**src/rtl/led_decoder_arbiter.sv**
```systemverilog
// led_decoder_arbiter: round-robin owner selection and hold/blank sequencing for a shared 3-to-8 LED decoder
module led_decoder_arbiter #(
  parameter int N_REQ = 4,
  parameter int HOLD_CYCLES = 8
) (
  input  logic                 clk,
  input  logic                 rst,
  input  logic [N_REQ-1:0]     req,
  input  logic [3*N_REQ-1:0]   req_idx,
  output logic [N_REQ-1:0]     grant,
  output logic [N_REQ-1:0]     done,
  output logic [2:0]           switch,
  output logic [2:0]           enable,
  output logic                 busy
);
  localparam int CW = HOLD_CYCLES > 1 ? $clog2(HOLD_CYCLES) : 1;
  localparam int PW = $clog2(N_REQ);
  typedef enum logic [1:0] {IDLE, HOLD, RELEASE} state_t;
  state_t r_state;
  logic [CW-1:0] r_cnt;
  logic [PW-1:0] r_ptr, r_k, w_k;
  logic [N_REQ-1:0] r_grant, r_done;
  logic [2:0] r_switch, r_enable;
  logic r_busy, w_found;
  assign grant = r_grant;
  assign done = r_done;
  assign switch = r_switch;
  assign enable = r_enable;
  assign busy = r_busy;
  always_comb begin
    w_found = 1'b0;
    w_k = '0;
    for (int i = 0; i < N_REQ; i++)
      if (!w_found && req[(int'(r_ptr) + i) % N_REQ]) begin
        w_found = 1'b1;
        w_k = PW'((int'(r_ptr) + i) % N_REQ);
      end
  end
  always_ff @(posedge clk) begin
    if (rst) begin
      r_state <= IDLE;
      r_cnt <= '0;
      r_ptr <= '0;
      r_k <= '0;
      r_grant <= '0;
      r_done <= '0;
      r_switch <= '0;
      r_enable <= '0;
      r_busy <= 1'b0;
    end else begin
      case (r_state)
        IDLE: begin
          r_done <= '0;
          if (w_found) begin
            r_state <= HOLD;
            r_k <= w_k;
            r_switch <= req_idx[3*int'(w_k) +: 3];
            r_grant <= N_REQ'(1) << w_k;
            r_enable <= 3'b100;
            r_cnt <= CW'(HOLD_CYCLES - 1);
            r_ptr <= w_k == PW'(N_REQ - 1) ? '0 : w_k + 1'b1;
            r_busy <= 1'b1;
          end
        end
        HOLD: begin
          if (!req[r_k] || r_cnt == '0) begin
            r_state <= RELEASE;
            r_done <= req[r_k] ? r_grant : '0;
            r_grant <= '0;
            r_enable <= 3'b000;
          end else begin
            r_cnt <= r_cnt - 1'b1;
          end
        end
        RELEASE: begin
          r_state <= IDLE;
          r_done <= '0;
          r_busy <= 1'b0;
        end
        default: r_state <= IDLE;
      endcase
    end
  end
endmodule

```
**config.mk**
```make
export PLATFORM = sky130hd
export DESIGN_NAME = led_decoder_arbiter
export DESIGN_NICKNAME = d
export VERILOG_FILES = /design/src/rtl/led_decoder_arbiter.sv
export SDC_FILE = /design/constraint.sdc
export NUM_CORES = 1
export LEC_CHECK = 0
export CAP_MARGIN = 20
export CELL_PAD_IN_SITES_DETAIL_PLACEMENT = 1
export CELL_PAD_IN_SITES_GLOBAL_PLACEMENT = 2
export CORE_MARGIN = 3
export CORE_UTILIZATION = 29
export CTS_CLUSTER_DIAMETER = 100
export DETAILED_ROUTE_END_ITERATION = 6
export PLACE_DENSITY = 0.88
export SETUP_SLACK_MARGIN = 0.3
export SKIP_LAST_GASP = 1
export SYNTH_ARGS = -nofsm -noshare
export SYNTH_HDL_FRONTEND = slang
export SYNTH_SLANG_ARGS = --single-unit
```
**constraint.sdc**
```tcl
create_clock -name clk -period 3.7 [get_ports clk]
set_clock_uncertainty 0.15 [all_clocks]
set_input_delay 0.37 -clock clk [delete_from_list [all_inputs] [get_ports clk]]
set_output_delay 0.37 -clock clk [all_outputs]
set_load 0.01 [all_outputs]
```
* Word-level counts from Yosys, hierarchy flattened *
Index checks and enable logic that the tools add are counted.
Widths: inputs -> output; s select.

word-level totals
  register bits after elaboration = 24
  input port bits = 18
  output and inout bits = 15
  word-level logic and storage cells = 93

operators by class
  $add $sub $neg = 5
  $mul = 1
  magnitude comparators = 5
  equal/unequal tests = 6
  shift-type cells = 2
  multiplexer cells = 39
  bitwise logic cells = 3
  reduce and logical (&&, ||, !) cells = 23

operators with widths
  operator             number
  $mux 4               4
  $pmux 4 s2           2
  $mux 2               7
  $mux 1               13
  $lt 3x4->1 const B   3
  $mux 3               4
  $pmux 3 s2           2
  $shiftx 12x5->3      1
  $bmux 1 s2           5
  $reduce_and 2->1     4
  $reduce_or 2->1      4
  $lt 2x3->1 const B   2
  $ne 2x2->1 const B   3
  $reduce_and 3->1     2
  $reduce_bool 2->1    3
  $add 2x1->2 const B  2
  $add 2x2->2 const B  2
  $eq 2x2->1 const B   2
  $logic_not 1->1      4
  $mul 2x2->4 const A  1
  $pmux 2 s2           1
  $shl 1x2->4 const A  1
  $and 1x1->1 const A  3
  $logic_and 1x1->1    3
  6 further kinds      6

* Logic depth before layout (Yosys ltp) *
  depth after elaboration = 17
  gate-level depth with buffers = 7
  depth with buffers taken out = 7

* Worst setup path after synthesis *
No wires, ideal clock.

  path kind = register -> register
  from = reg r_k[0]
  to = reg r_grant[1], in the netlist grant[1]
  setup time = 0.117 ns
  data arrival time = 1.381 ns
  data required time = 3.433 ns
  path slack = 2.052 ns
  stages on the path, launching flop included = 6
  path buffers = 0
  period minus slack after synthesis = 1.648 ns
  cells stage by stage = dfxtp_1 mux4_2 nand2_1 nand2_1 nor3b_4 a22o_1

between the ends
  longest elaborated chain between the ends = 6

RTL lines
  item                               line  source
  start: declaration                 21    logic [PW-1:0] r_ptr, r_k, w_k;
  start signal: assignment           56    r_k <= w_k;
  $bmux 1 s2                         66    if (!req[r_k] || r_cnt == '0) begin
  $mux 1 (not written as such)       66
  $logic_not 1->1                    66
  $logic_or 1x1->1                   66
  $ne 2x2->1 (no source line)        --
  $reduce_and 3->1 (no source line)  --
  end signal: assignment             58    r_grant <= N_REQ'(1) << w_k;
  end: declaration                   22    logic [N_REQ-1:0] r_grant, r_done;

Every way passes these cells. The select of a mux whose other input is x is not followed.
A chain may end at the register's enable or synchronous reset.

* Worst setup path after layout *
  from = in req[3]
  to = reg r_switch[2], in the netlist switch[2]

between the ends
  longest elaborated chain between the ends = 14
  elaborated cells between the ends (all ways) = 28
  those cells by class = 1 x mul; 1 x shift; 19 x mux; 7 x reduce/logical

RTL lines
  item                          line  source
  start: declaration            8     input logic [N_REQ-1:0] req,
  $bmux 1 s2                    34    if (!w_found && req[(int'(r_ptr) + i) % N_REQ]) begin
  $mux 1 (not written as such)  34
  $mux 1                        34
  $logic_not 1->1               34
  $logic_and 1x1->1             34
  $mux 1                        34
  $logic_not 1->1               34
  $logic_and 1x1->1             34
  $mux 1                        34
  $logic_not 1->1               34
  $logic_and 1x1->1             34
  $mux 2                        34
  $mul 2x2->4                   57    r_switch <= req_idx[3*int'(w_k) +: 3];
  $shiftx 12x5->3               57
  end signal: assignment        57
  end: declaration              23    logic [2:0] r_switch, r_enable;

Parallel ways exist; a longest one is shown, timed or not. The select of a mux whose other input is x is not followed.

==> results by group <==
Status
  – Run status: completed

Floorplan
  – Floorplan die width: just under 70 um
  – Effective utilization at floorplan: about a third
  – Die Ht: about 67 um
  – Overall die area: 4520 um^2
  – Core Region: roughly 3500 um^2
  – Cell row count: 21
  – Number of top-level design ports: 33

Clock network
  – CTS Hold Buffers Added: 0
  – Sinks on Clock Net: 22
  – CTS buffer count: 3
  – Clock tree buffer depth: 2
  – Depth of the CTS H-tree: 1
  – Cts repair resizes: 0
  – Number of buffers added for setup after CTS: 0
  – TritonCTS clock tree: yes
  – Buffer type at the clock tree root: clkbuf_8
  – Insertion delay of the later-clocked pin in the worst-skew pair: ~0.27 ns
  – Clock transition at the registers of the reported paths: 0.08 ns

Routing
  – Remaining routing DRC violations: 0
  – Wire length on met3: 113 um
  – Metal-1 WL: ~1.2 mm
  – Wire per inst: 15.0 um
  – Detailed-routing iteration count for the pre-antenna-repair pass: 4
  – Via count: 952
  – Drt total wl: approximately 2.8 mm
  – Count of nets left with antenna violations after detail routing: 0
  – DR WL met2: 1.45 mm
  – Drt via density: 5.09
  – Starting DRT DRC Count: 39
  – Uppermost metal layer occupied by signal nets: met4

Global route
  – Global Route Usage Sum: 13.7%
  – Largest net degree at the start of global routing: 22
  – Via count of the first global-routing pass: between 900 and 1,000
  – Number of antenna violations at the first check in global routing: 0
  – Remaining global-route overflow: 0
  – Global-route wire length before repair: 4.60 mm

Finish
  – Synthesis-to-layout area growth: 35.7%
  – Layout cell share with drive strength beyond 1: 9.93%
  – Inserted Diodes: 0
  – Most frequent standard cell in the layout excluding fill and tap cells: clkdlybuf4s50_1
  – Final standard cell area without fillers: between 1000 and 1500 um^2
  – Total number of nets in the final design: 162
  – Number of inserted filler cells in the final layout: 411
  – Most frequent cells in the layout: clkdlybuf4s50_1, dfxtp_1, a21oi_1, nor2_1

Flow run
  – # Max-Cap Violations: 0

Placement
  – Area after DPL: approximately 1400 um^2
  – HPWL after detailed placement: approximately 2.2 mm
  – Number of buffers added on ports: 30
  – Final GP Congestion: about 0.73

Synth
  – Number of library cell types mapped by synthesis: 40
  – Flip-flop and latch count after synthesis: 22
  – Cell count after synthesis: 113
  – Netlist area before placement: 1090 um^2
  – Share of the yosys chip area belonging to registers: 40.5%
  – Synth Warn #: 0
  – Average footprint of a synthesized cell: 9.63 um^2

Pwr
  – Total power per unit cell area: ~500 nW/um^2
  – Seq pwr share: 39.7%
  – Comb power frac: 30.0%
  – Net Sw Frac: 29.9%
  – Switching power summed over all nets: 0.226 mW
  – Static power due to leakage: between 0.5 and 0.6 nW
  – Final Total Pwr: 0.756 mW
  – Int Pwr: between 0.5 and 0.6 mW
  – VDD IR max: roughly 0.3 mV
  – Clock Power Share: 30.3%

STA
  – Upper clock frequency limit: about 460 MHz
  – Setup repair after global routing missed its margin: false
  – Final critical-path share of the clock period: 58.9%
  – Max-slew violation count: 0
  – Remaining max-slew budget at the tightest pin: between 40% and 50%
  – Aggregate negative setup slack: 0 ns
  – Post-Route Hold Slack: 0.325 ns
  – Final Hold Viols: 0
  – Min Clock Period, post-route: 2.18 ns
  – Slew at the pin with the worst max-slew slack: roughly 0.83 ns
  – Final setup violating endpoints: 0

Critical path
  – Largest fanout of any net on the critical path: 12
  – Startpoint Class: input port
  – Arrival time at the worst endpoint: between 2 and 2.5 ns
  – Required time of the critical path: ~3.7 ns
  – Critical path class: in -> reg
  – Worst setup EP type: flop

Worst hold path
  – Hold crit path type: reg -> reg
==> flip-flops by register name (all words and copies together), names as in the netlist <==
| register | flops |
|---|---|
| r_state | 2 |
| r_k | 2 |
| grant | 4 |
| busy | 1 |
| r_ptr | 2 |
| done | 4 |
| r_cnt | 3 |
| enable | 1 |
| switch | 3 |
==> cells by family after synthesis <==
group	share of synthesized area (%)
simple gates	22.3
compound gates	20.8
flops	40.5
buf+inv	5.40
mux	7.59
fa+ha+maj	2.30
other cells	0.344
xor+xnor	0.805
==> worst paths after layout <==
kind | start | to | slack [ns] | cells after the start
setup reg to reg | r_ptr[0] | r_ptr[0] | 1.88 | 5
hold reg to reg | r_k[1] | r_k[1] | 0.32 | 2
hold / removal | r_k[1] | r_k[1] | 0.32 | 2
setup / recovery | req[3] | switch[2] | 1.52 | 6
==> per-layer routing <==
metal	GRT usage [%]	vias up
li1	-	465
met1	16.5	469
met2	23.8	16
met3	4.16	2
met4	3.04	0
met5	0	-
==> stage by stage <==
stage          setup slack (ns)  utilization [%]  instances
6_report                   1.52             42.6        187
5_1_grt                    1.35             42.6        187
4_1_cts                    1.50             42.6        187
3_5_place_dp               1.23             40.5        183
3_3_place_gp               1.28             40.5        183
2_1_floorplan              2.05                -        114
==> Yosys cell counts, drive strengths merged <==
library cell,number,share of area [%]
nor3,6,3.2
o32ai,1,1.5
o221ai,3,2.4
a211oi,3,2.1
and2b,1,0.69
a21o,1,0.69
a22o,6,4.8
mux4,1,2.1
nor3b,2,2.4
or2,1,0.58
xnor2,1,0.80
nand2,6,2.1
inv,4,1.4
mux2i,6,5.5
o32a,1,0.92
nand3b,3,2.1
and3,1,0.58
or3,2,1.6
ha,2,2.3
nand2b,4,2.5
nand3,1,0.46
nor2,9,3.1
dfxtp,22,40
buf,5,3.3
conb,1,0.34
clkbuf,2,0.69
nor2b,3,2.4
a21oi,11,5.7
and2,1,0.58
a211o,1,0.80
a32o,2,1.8
==> worst max-delay path, cell delays in order <==
cell             delay, ns
clkdlybuf4s50_1       0.58
nor2_1                0.10
a21oi_2               0.16
nand2b_1              0.31
or3_1                 0.51
o221ai_1              0.18
==> cell type report <==
class	instances	area, um^2	share of cell area [%]
flip-flops and latches	22	440	29.8
repair buffers	30	300	20.3
inverters	4	15.0	1.02
well taps	46	57.6	3.89
clock buffers	3	41.3	2.79
clock inverters	1	30.0	2.03
multi-input cells	81	593	40.1
==> power by group through the flow <==
stage	sequential, mW	combinational [mW]	clock, mW
5_1_grt	0.306	0.253	0.247
2_1_floorplan	0.307	0.146	0
3_5_place_dp	0.306	0.230	0
6_report	0.300	0.227	0.229
4_1_cts	0.301	0.230	0.233
3_3_place_gp	0.305	0.221	0
Note: power is estimated with default switching activity, not from simulation.
